===== src/rtl/arb_pkg.sv =====
// Shared definitions for the IF/MEM single-port memory arbiter.
package arb_pkg;

    // Arbiter FSM encoding.
    typedef enum logic [1:0] {
        IDLE     = 2'd0,
        MEM_BUSY = 2'd1,
        IF_BUSY  = 2'd2,
        IF_DROP  = 2'd3
    } arb_state_e;

    // Byte enables presented to memory on reads.
    localparam logic [3:0] BE_NONE = 4'b0000;

    // Saturating increment for the optional performance counters.
    function automatic logic [31:0] sat_inc(input logic [31:0] val, input logic en);
        return (en && (val != 32'hFFFF_FFFF)) ? val + 32'd1 : val;
    endfunction

endpackage


===== src/rtl/arb_wait_timer.sv =====
// Memory acknowledge watchdog: counts unacknowledged busy cycles since the last grant and
// flags a timeout once MAX_WAIT such cycles have elapsed.
module arb_wait_timer #(
    parameter int unsigned MAX_WAIT = 15
) (
    input  logic clk_i,
    input  logic rst_i,
    input  logic clear_i,   // grant: restart the count
    input  logic busy_i,    // a memory transaction is outstanding
    input  logic ack_i,     // memory completion this cycle
    output logic timeout_o
);
    localparam int unsigned   CW   = $clog2(MAX_WAIT + 1);
    localparam logic [CW-1:0] LAST = CW'(MAX_WAIT - 1);

    logic [CW-1:0] cnt_q, cnt_d;
    logic          waiting;

    assign waiting   = busy_i & ~ack_i;
    // Fires on the MAX_WAIT-th busy cycle without an ack.
    assign timeout_o = waiting & (cnt_q == LAST);

    // Next count: clear on grant, advance while waiting, hold at the limit.
    always_comb begin
        cnt_d = cnt_q;
        if (clear_i) begin
            cnt_d = '0;
        end else if (waiting && (cnt_q != LAST)) begin
            cnt_d = cnt_q + CW'(1);
        end
    end

    // Count register.
    always_ff @(posedge clk_i or negedge rst_i) begin
        if (!rst_i) begin
            cnt_q <= '0;
        end else begin
            cnt_q <= cnt_d;
        end
    end

endmodule


===== src/rtl/mem_port_arbiter.sv =====
// Arbiter sharing one single-port memory between the IF fetch port and the MEM load/store
// port. MEM has priority; fetches can be aborted but an issued memory access always runs to
// ack (or timeout). Optional performance counters are enabled with `define ARB_PERF_EN.
module mem_port_arbiter #(
    parameter int unsigned ADDR_W   = 32,
    parameter int unsigned DATA_W   = 32,
    parameter int unsigned MAX_WAIT = 15
) (
    input  logic              clk_i,
    input  logic              rst_i,
    input  logic              if_req_i,
    input  logic [ADDR_W-1:0] if_addr_i,
    input  logic              if_abort_i,
    output logic              if_ready_o,
    output logic [DATA_W-1:0] if_rdata_o,
    input  logic              mem_req_i,
    input  logic              mem_we_i,
    input  logic [3:0]        mem_be_i,
    input  logic [ADDR_W-1:0] mem_addr_i,
    input  logic [DATA_W-1:0] mem_wdata_i,
    output logic              mem_ready_o,
    output logic [DATA_W-1:0] mem_rdata_o,
    output logic              m_valid_o,
    output logic              m_we_o,
    output logic [3:0]        m_be_o,
    output logic [ADDR_W-1:0] m_addr_o,
    output logic [DATA_W-1:0] m_wdata_o,
    input  logic              m_ack_i,
    input  logic [DATA_W-1:0] m_rdata_i,
    output logic              stall_o,
    output logic              err_o
`ifdef ARB_PERF_EN
    ,
    output logic [31:0]       if_wait_cnt_o,
    output logic [31:0]       mem_wait_cnt_o,
    output logic [31:0]       conflict_cnt_o,
    output logic [31:0]       drop_cnt_o
`endif
);
    import arb_pkg::*;

    arb_state_e        state_q, state_d;
    logic              m_valid_q, m_valid_d;
    logic              m_we_q, m_we_d;
    logic [3:0]        m_be_q, m_be_d;
    logic [ADDR_W-1:0] m_addr_q, m_addr_d;
    logic [DATA_W-1:0] m_wdata_q, m_wdata_d;
    logic              if_ready_q, if_ready_d;
    logic              mem_ready_q, mem_ready_d;
    logic [DATA_W-1:0] if_rdata_q, if_rdata_d;
    logic [DATA_W-1:0] mem_rdata_q, mem_rdata_d;
    logic              err_q, err_d;

    logic              busy, timeout, done, grant_mem, grant_if;
    logic [DATA_W-1:0] resp_data;

    assign busy      = (state_q != IDLE);
    assign done      = busy & (m_ack_i | timeout);
    assign resp_data = m_ack_i ? m_rdata_i : '0;
    // A requester still holds its request during its own ready pulse; never re-grant it then.
    assign grant_mem = (state_q == IDLE) & mem_req_i & ~mem_ready_q;
    assign grant_if  = (state_q == IDLE) & ~grant_mem & if_req_i & ~if_abort_i & ~if_ready_q;
    assign err_d     = err_q | timeout;

    arb_wait_timer #(
        .MAX_WAIT (MAX_WAIT)
    ) u_wait_timer (
        .clk_i     (clk_i),
        .rst_i     (rst_i),
        .clear_i   (grant_mem | grant_if),
        .busy_i    (busy),
        .ack_i     (m_ack_i),
        .timeout_o (timeout)
    );

    // Next-state, memory-side request registers and response pulses.
    always_comb begin
        state_d     = state_q;
        m_valid_d   = m_valid_q;
        m_we_d      = m_we_q;
        m_be_d      = m_be_q;
        m_addr_d    = m_addr_q;
        m_wdata_d   = m_wdata_q;
        if_ready_d  = 1'b0;
        mem_ready_d = 1'b0;
        if_rdata_d  = if_rdata_q;
        mem_rdata_d = mem_rdata_q;
        unique case (state_q)
            IDLE: begin
                if (grant_mem) begin
                    m_valid_d = 1'b1;
                    m_we_d    = mem_we_i;
                    m_be_d    = mem_we_i ? mem_be_i : BE_NONE;
                    m_addr_d  = mem_addr_i;
                    m_wdata_d = mem_wdata_i;
                    state_d   = MEM_BUSY;
                end else if (grant_if) begin
                    m_valid_d = 1'b1;
                    m_we_d    = 1'b0;
                    m_be_d    = BE_NONE;
                    m_addr_d  = if_addr_i;
                    m_wdata_d = '0;
                    state_d   = IF_BUSY;
                end
            end
            MEM_BUSY: begin
                if (done) begin
                    m_valid_d   = 1'b0;
                    mem_ready_d = 1'b1;
                    if (!m_we_q) mem_rdata_d = resp_data;
                    state_d     = IDLE;
                end
            end
            IF_BUSY: begin
                // Abort wins over a same-cycle completion.
                if (if_abort_i) begin
                    if (done) begin
                        m_valid_d = 1'b0;
                        state_d   = IDLE;
                    end else begin
                        state_d   = IF_DROP;
                    end
                end else if (done) begin
                    m_valid_d  = 1'b0;
                    if_ready_d = 1'b1;
                    if_rdata_d = resp_data;
                    state_d    = IDLE;
                end
            end
            IF_DROP: begin
                if (done) begin
                    m_valid_d = 1'b0;
                    state_d   = IDLE;
                end
            end
        endcase
    end

    // State and output registers.
    always_ff @(posedge clk_i or negedge rst_i) begin
        if (!rst_i) begin
            state_q     <= IDLE;
            m_valid_q   <= 1'b0;
            m_we_q      <= 1'b0;
            m_be_q      <= BE_NONE;
            m_addr_q    <= '0;
            m_wdata_q   <= '0;
            if_ready_q  <= 1'b0;
            mem_ready_q <= 1'b0;
            if_rdata_q  <= '0;
            mem_rdata_q <= '0;
            err_q       <= 1'b0;
        end else begin
            state_q     <= state_d;
            m_valid_q   <= m_valid_d;
            m_we_q      <= m_we_d;
            m_be_q      <= m_be_d;
            m_addr_q    <= m_addr_d;
            m_wdata_q   <= m_wdata_d;
            if_ready_q  <= if_ready_d;
            mem_ready_q <= mem_ready_d;
            if_rdata_q  <= if_rdata_d;
            mem_rdata_q <= mem_rdata_d;
            err_q       <= err_d;
        end
    end

    assign m_valid_o   = m_valid_q;
    assign m_we_o      = m_we_q;
    assign m_be_o      = m_be_q;
    assign m_addr_o    = m_addr_q;
    assign m_wdata_o   = m_wdata_q;
    assign if_ready_o  = if_ready_q;
    assign mem_ready_o = mem_ready_q;
    assign if_rdata_o  = if_rdata_q;
    assign mem_rdata_o = mem_rdata_q;
    assign err_o       = err_q;
    // Gated by reset so every output reads 0 while reset is held.
    assign stall_o = rst_i & ((if_req_i & ~if_ready_q & ~if_abort_i) | (mem_req_i & ~mem_ready_q));

`ifdef ARB_PERF_EN
    logic [31:0] if_wait_q, mem_wait_q, conflict_q, drop_q;

    // Saturating performance counters.
    always_ff @(posedge clk_i or negedge rst_i) begin
        if (!rst_i) begin
            if_wait_q  <= '0;
            mem_wait_q <= '0;
            conflict_q <= '0;
            drop_q     <= '0;
        end else begin
            if_wait_q  <= sat_inc(if_wait_q, if_req_i & ~if_ready_q);
            mem_wait_q <= sat_inc(mem_wait_q, mem_req_i & ~mem_ready_q);
            conflict_q <= sat_inc(conflict_q, (state_q == IDLE) & if_req_i & mem_req_i);
            drop_q     <= sat_inc(drop_q, (state_q == IF_BUSY) & (state_d == IF_DROP));
        end
    end

    assign if_wait_cnt_o  = if_wait_q;
    assign mem_wait_cnt_o = mem_wait_q;
    assign conflict_cnt_o = conflict_q;
    assign drop_cnt_o     = drop_q;
`endif

endmodule


===== config.mk =====
export PLATFORM = sky130hd
export DESIGN_NAME = mem_port_arbiter
export DESIGN_NICKNAME = d
export VERILOG_FILES = /design/src/rtl/arb_pkg.sv /design/src/rtl/arb_wait_timer.sv /design/src/rtl/mem_port_arbiter.sv
export SDC_FILE = /design/constraint.sdc
export NUM_CORES = 1
export LEC_CHECK = 0
export ABC_AREA = 1
export CORE_ASPECT_RATIO = 1.5
export CORE_MARGIN = 10
export CORE_UTILIZATION = 40
export CTS_CLUSTER_DIAMETER = 150
export DETAILED_ROUTE_END_ITERATION = 10
export HOLD_SLACK_MARGIN = 0.03
export PLACE_DENSITY = 0.78
export SLEW_MARGIN = 20
export SYNTH_ARGS = -nofsm -noshare
export SYNTH_HDL_FRONTEND = slang
export SYNTH_SLANG_ARGS = --single-unit

===== constraint.sdc =====
create_clock -name clk_i -period 1.9 [get_ports clk_i]
set_input_delay 0.38 -clock clk_i [delete_from_list [all_inputs] [get_ports clk_i]]
set_output_delay 0.38 -clock clk_i [all_outputs]
set_load 0.01 [all_outputs]

[After elaboration in Yosys (flattened, before gate mapping)]
Index checks and enable logic that the tools add are counted.
Storage, ports and cells
  bits in registers: 143
  output and inout bits: 138
  logic and storage cells: 80
Cells by class
  add/subtract/negate cells: 1
  eq/ne operators: 7
  multiplexer cells: 26
  bitwise gates (word level): 23
  reductions and logical operators: 11
Operators by type and width (count)
  $mux W32: 5
  $mux W4: 5
  $and A1 B1 Y1: 13
  $mux W2: 5
  $mux W1: 9
  $not A1 Y1: 6
  $pmux W2 S3: 1
  $reduce_and A3 Y1: 2
  $reduce_bool A2 Y1: 3
  $add A4 B1 Y4 const B: 1
  $eq A2 B2 Y1 const B: 2
  $eq A4 B4 Y1 const B: 1
  $ne A4 B4 Y1 const B: 1
  $or A1 B1 Y1: 4
  $reduce_and A2 Y1: 2
  $ne A3 B3 Y1 const B: 1
  $reduce_or A3 Y1: 1
  $eq A2 B1 Y1 const B: 1
  $logic_not A2 Y1: 1
  $ne A2 B1 Y1 const B: 1
  $pmux W1 S2: 1
  $reduce_or A2 Y1: 1
  $logic_and A1 B1 Y1: 1

[Logic depth before layout (Yosys ltp)]
Gate-level depths: netlist (run 1).
  depth in word-level cells: 11
  depth in mapped cells: 9
  mapped depth without buffers: 7

[By module]
From an unflattened synthesis (run 1), not the netlist that was laid out.
Unflattened totals
  cells, all modules: 713
  area total of the unflattened synthesis: 6020.8 µm²
Modules (own cells, without submodules)
  mem_port_arbiter: times used 1, cells an instance 679, area an instance 5763.0 µm², sequential area each 3478.3 µm²
  arb_wait_timer: times used 1, cells an instance 34, area an instance 257.7 µm², sequential area each 100.1 µm²

[Worst setup path after synthesis (run 1)]
No wires, ideal clock.
  path kind: register to register
  from: register u_wait_timer.cnt_q[0]
  to: register if_rdata_q[22] (netlist: if_rdata_o[22])
  setup time: 0.130 ns
  arrival: 1.386 ns
  setup slack: 0.384 ns
  cell stages (with the launch flop): 10
  buffers on the path: 2
  clock period less this slack: 1.516 ns
  cells stage by stage: dfrtp_1 -> inv_1 -> ha_1 -> nand3_2 -> o21bai_4 -> nand2_1 -> buf_4 -> buf_2 -> nand2_1 -> o21ai_1
On the way
  longest elaborated chain between the ends: 5
RTL lines
  start: declaration: RTL line arb_wait_timer.sv:16  | logic [CW-1:0] cnt_q, cnt_d;
  start signal: assignment: RTL line arb_wait_timer.sv:38  | cnt_q <= cnt_d;
  $eq A4 B4 Y1: RTL line arb_wait_timer.sv:21  | assign timeout_o = waiting & (cnt_q == LAST);
  $and A1 B1 Y1: RTL line arb_wait_timer.sv:21
  $or A1 B1 Y1: RTL line mem_port_arbiter.sv:58  | assign done = busy & (m_ack_i | timeout);
  $and A1 B1 Y1: RTL line mem_port_arbiter.sv:58
  $reduce_and A3 Y1 (no source line)
  end signal: assignment: RTL line mem_port_arbiter.sv:162  | if_rdata_q <= if_rdata_d;
  end: declaration: RTL line mem_port_arbiter.sv:50  | logic [DATA_W-1:0] if_rdata_q, if_rdata_d;
No other way between the ends.
A chain may end at the register's enable or synchronous reset.

[Final worst setup path (run 1)]
  from: input port if_abort_i
  to: output port stall_o
On the way
  longest elaborated chain between the ends: 4
RTL lines
  start: declaration: RTL line mem_port_arbiter.sv:13  | input logic if_abort_i,
  $not A1 Y1 (no source line)
  $and A1 B1 Y1: RTL line mem_port_arbiter.sv:179  | assign stall_o = rst_i & ((if_req_i & ~if_ready_q & ~if_abort_i) | (mem_req_i & ~mem_ready_q));
  $or A1 B1 Y1: RTL line mem_port_arbiter.sv:179
  $and A1 B1 Y1: RTL line mem_port_arbiter.sv:179
  end: declaration: RTL line mem_port_arbiter.sv:30  | output logic stall_o,
No other way between the ends.

==> impl_metrics.sql, run 1 <==
INSERT INTO impl_metrics (metric_group, metric, value, unit) VALUES
('final_layout', 'diodes', '0', ''),
('place', 'detailed_place_hpwl', '15130', 'um'),
('worst_setup_path', 'reg2reg_slack', '190', 'ps'),
('timing', 'worst_clock_skew', '10.25', 'ps'),
('yosys', 'synth_top_area_cell', 'sky130_fd_sc_hd__dfrtp_1', ''),
('timing', 'timing.final.setup_violations', '0', ''),
('final_layout', 'finish.net_count', '1188', ''),
('timing', 'max_slew_margin', '0.4946', ''),
('yosys', 'synth_register_bits', '143', ''),
('clock_tree', 'clock_tree_from_tritoncts', 'yes', ''),
('clock_tree', 'cts_max_path_bufs', '2', ''),
('detailed_routing', 'num_vias', '5873', ''),
('pwr', 'power.density_cell_area', '1584', 'nW/um^2'),
('worst_setup_path', 'crit_required', '1520', 'ps'),
('timing', 'max_clock_freq', '0.5647', 'GHz'),
('yosys', 'synth-seq-area-share', '0.5752', ''),
('pwr', 'clockPowerShare', '0.219', ''),
('worst_setup_path', 'worstSetupStartpointType', 'input port', ''),
('final_layout', 'post_route_cells_drive_above_1_share', '0.05755', ''),
('pwr', 'power.share.switching', '0.3622', ''),
('pwr', 'internal_power', '9.933', 'mW'),
('pwr', 'irDropWorstVdd', '0.6785', 'mV'),
('global_routing', 'grt_util_all_layers', '0.1918', ''),
('final_layout', 'stdcell_area', '9829', 'sq um'),
('clock_tree', 'clkSinkCount', '143', ''),
('timing', 'slew_violations', '0', ''),
('timing', 'finalHoldViolations', '0', ''),
('detailed_routing', 'route.detailed.vias_per_inst', '4.665', ''),
('die', 'fp.dieArea', '21040', 'sq um'),
('worst_setup_path', 'arrival', '1390', 'ps'),
('final_layout', 'synthToLayoutAreaGrowth', '58.00', '%'),
('timing', 'period_share', '0.9320', ''),
('worst_setup_path', 'worstSetupPathType', 'input port to primary output', ''),
('pwr', 'p_sw', '5.641', 'mW'),
('worst_setup_path', 'reg2reg_to', 'mem_rdata_o[7]', ''),
('yosys', 'ys_async_sr_fraction', '1.000', ''),
('clock_tree', 'clock_pin_slew_of_the_registers_on_the_worst_case_setup_and_hold_paths', '60', 'ps'),
('yosys', 'syn-instance-count', '776', ''),
('pwr', 'seqPwrFrac', '0.334', ''),
('final_layout', 'layoutNonFillerInstCount', '1259', ''),
('worst_setup_path', 'setup.worst_path.start', 'if_abort_i', ''),
('detailed_routing', 'postRouteAntennaNets', '0', ''),
('min_path', 'min-delay-path-class', 'input port to async pin', ''),
('die', 'fp.coreArea', '15210', 'sq um'),
('global_routing', 'grt_antenna_before_repair', '1', ''),
('global_routing', 'via_count_of_the_first_global_routing_pass', '6089', ''),
('timing', 'timing.final.crit_period', '1771', 'ps'),
('worst_setup_path', 'worstSetupEndpointType', 'primary output', ''),
('clock_tree', 'worst_skew_pair.late_latency', '410', 'ps'),
('yosys', 'synth.yosys.warnings', '0', ''),
('place', 'weighted_congestion_reported_at_the_end_of_routability_driven_placement', '0.8060', ''),
('die', 'num_io_pins', '277', ''),
('worst_setup_path', 'r2r_start', 'u_wait_timer.cnt_q[0]', ''),
('detailed_routing', 'routed_wirelength', '20160', 'um'),
('outcome', 'outcome', 'finished, final reports clean', ''),
('die', 'die-height', '172.7', 'um'),
('yosys', 'avgSynthCellArea', '8.017', 'sq um'),
('clock_tree', 'cts_inserted_buffers', '17', ''),
('yosys', 'dominantRegCellSynth', 'sky130_fd_sc_hd__dfrtp_1', ''),
('worst_setup_path', 'worst-r2r-cell-count', '8', ''),
('global_routing', 'grt_remaining_overflow', '0', ''),
('pwr', 'p_leak', '5.028', 'nW'),
('place', 'port_buffers', '276', ''),
('die', 'rows', '55', ''),
('global_routing', 'grt_first_pass_wirelength', '32200', 'um'),
('yosys', 'synth_enable_flop_cells', '0', ''),
('detailed_routing', 'detail_route.iter0.violations', '459', ''),
('yosys', 'synth.most_common_cell', 'sky130_fd_sc_hd__nand2_1', ''),
('yosys', 'post_synth_num_cell_types', '23', ''),
('run', 'max_cap_viol_count', '0', ''),
('worst_setup_path', 'critPathCapture', 'stall_o', '');
registers in the layout, indices dropped and copies added (netlist names):
register / flops
err_o: 1
if_rdata_o: 32
if_ready_o: 1
m_addr_o: 32
m_be_o: 4
m_valid_o: 1
m_wdata_o: 32
m_we_o: 1
mem_rdata_o: 32
mem_ready_o: 1
state_q: 2
u_wait_timer.cnt_q: 4
critical path: stages:
cell                              delay (ps)
sky130_fd_sc_hd__clkdlybuf4s50_1         420
sky130_fd_sc_hd__inv_1                    60
sky130_fd_sc_hd__nand3_1                 140
sky130_fd_sc_hd__nand2_1                 120
sky130_fd_sc_hd__inv_1                    40
sky130_fd_sc_hd__nor2_1                   80
sky130_fd_sc_hd__clkbuf_2                150
cell families (layout without fill, tap and decap cells):
logic type / after synthesis / in the layout / synth area share
AND/OR/NAND/NOR: 499 / 499 / 0.3208
adder cells (fa/ha/maj): 2 / 2 / 0.004022
flip-flops: 143 / 143 / 0.5752
XOR/XNOR: 1 / 1 / 0.001408
buffers and inverters: 93 / 377 / 0.06577
AO/OA/AOI/OAI: 38 / 38 / 0.03278
area by class of cell:
| cell class | instances | area (sq um) |
|---|---|---|
| flip-flops and latches | 143 | 3578 |
| fillers | 1328 | 5379 |
| well taps | 199 | 249.0 |
| inverters | 49 | 183.9 |
| multi-input cells | 540 | 2241 |
| repair buffers | 296 | 2972 |
| clock inverters | 12 | 148.9 |
| clock buffers | 20 | 456.7 |
through the flow:
step | power, mW | setup slack [ps] | hold WS, ps | util | setup TNS, ps
after floorplan | 8.219 | 383.7 | 84.41 | - | 0
after global placement | 12.16 | -297.7 | 452.1 | 0.6068 | -582.1
after detailed placement | 12.33 | -277.9 | 457.0 | 0.6068 | -797.2
after CTS | 15.78 | 3.393 | 146.4 | 0.6466 | 0
after global routing | 16.66 | 5.808 | 173.3 | 0.6463 | 0
final | 15.57 | 129.2 | 92.97 | 0.6463 | 0
worst min path at each step:
stage | from | endpoint | cells after the start
detailed placement | m_wdata_o[31] | m_wdata_o[31] | 2
floorplan | rst_i | err_o | 0
finish | rst_i | u_wait_timer.cnt_q[3] | 2
global route | rst_i | u_wait_timer.cnt_q[3] | 2
CTS | rst_i | if_rdata_o[10] | 2
global placement | mem_rdata_o[18] | mem_rdata_o[18] | 2
cells in the final DEF (no fill, tap or decap), types with 5 or more instances in the layout:
cell,netlist,final
sky130_fd_sc_hd__buf_12,0,5
sky130_fd_sc_hd__nand3_1,12,12
sky130_fd_sc_hd__inv_1,46,46
sky130_fd_sc_hd__clkbuf_16,0,17
sky130_fd_sc_hd__dfrtp_1,143,143
sky130_fd_sc_hd__nor2_1,11,10
sky130_fd_sc_hd__nand2_1,438,436
sky130_fd_sc_hd__clkdlybuf4s50_1,0,274
sky130_fd_sc_hd__nand4_1,33,33
sky130_fd_sc_hd__o21ai_1,32,32
sky130_fd_sc_hd__buf_4,3,15
power groups by stage:
stage | registers (mW) | logic (mW) | clock network [mW]
floorplan | 5.82 | 2.40 | 0
detailed placement | 5.23 | 7.10 | 0
global placement | 5.18 | 6.98 | 0
global route | 5.38 | 7.67 | 3.61
finish | 5.20 | 6.97 | 3.41
CTS | 5.20 | 7.11 | 3.47
metal layers:
metal	track usage	wire [um]	vias to the layer above	part of all wire
li1	-	-	2945	-
met3	0.06293	1613	23	0.080
met2	0.3339	10540	203	0.52
met5	0	0	-	0
met4	0.06481	422	0	0.021
met1	0.2110	7588	2702	0.38
timing repair:
action	CTS	global route
hold endpoints to repair	0	0
buffers inserted	0	0
hold buffers	0	0
endpoints found under the setup margin	1	1
gates resized for setup	2	1
Note: power is estimated with default switching activity, not from simulation.
==> inputs of run 2 (changes only) <==
Settings changed: TNS_END_PERCENT from default to 1.
==> results of run 2 <==
Final layout, timing and power as in run 1 (identical DEF).
==> inputs of run 3 (changes only) <==
Settings changed: CAP_MARGIN from default to 20.
==> results of run 3 <==
Final layout, timing and power as in run 1 (identical DEF).
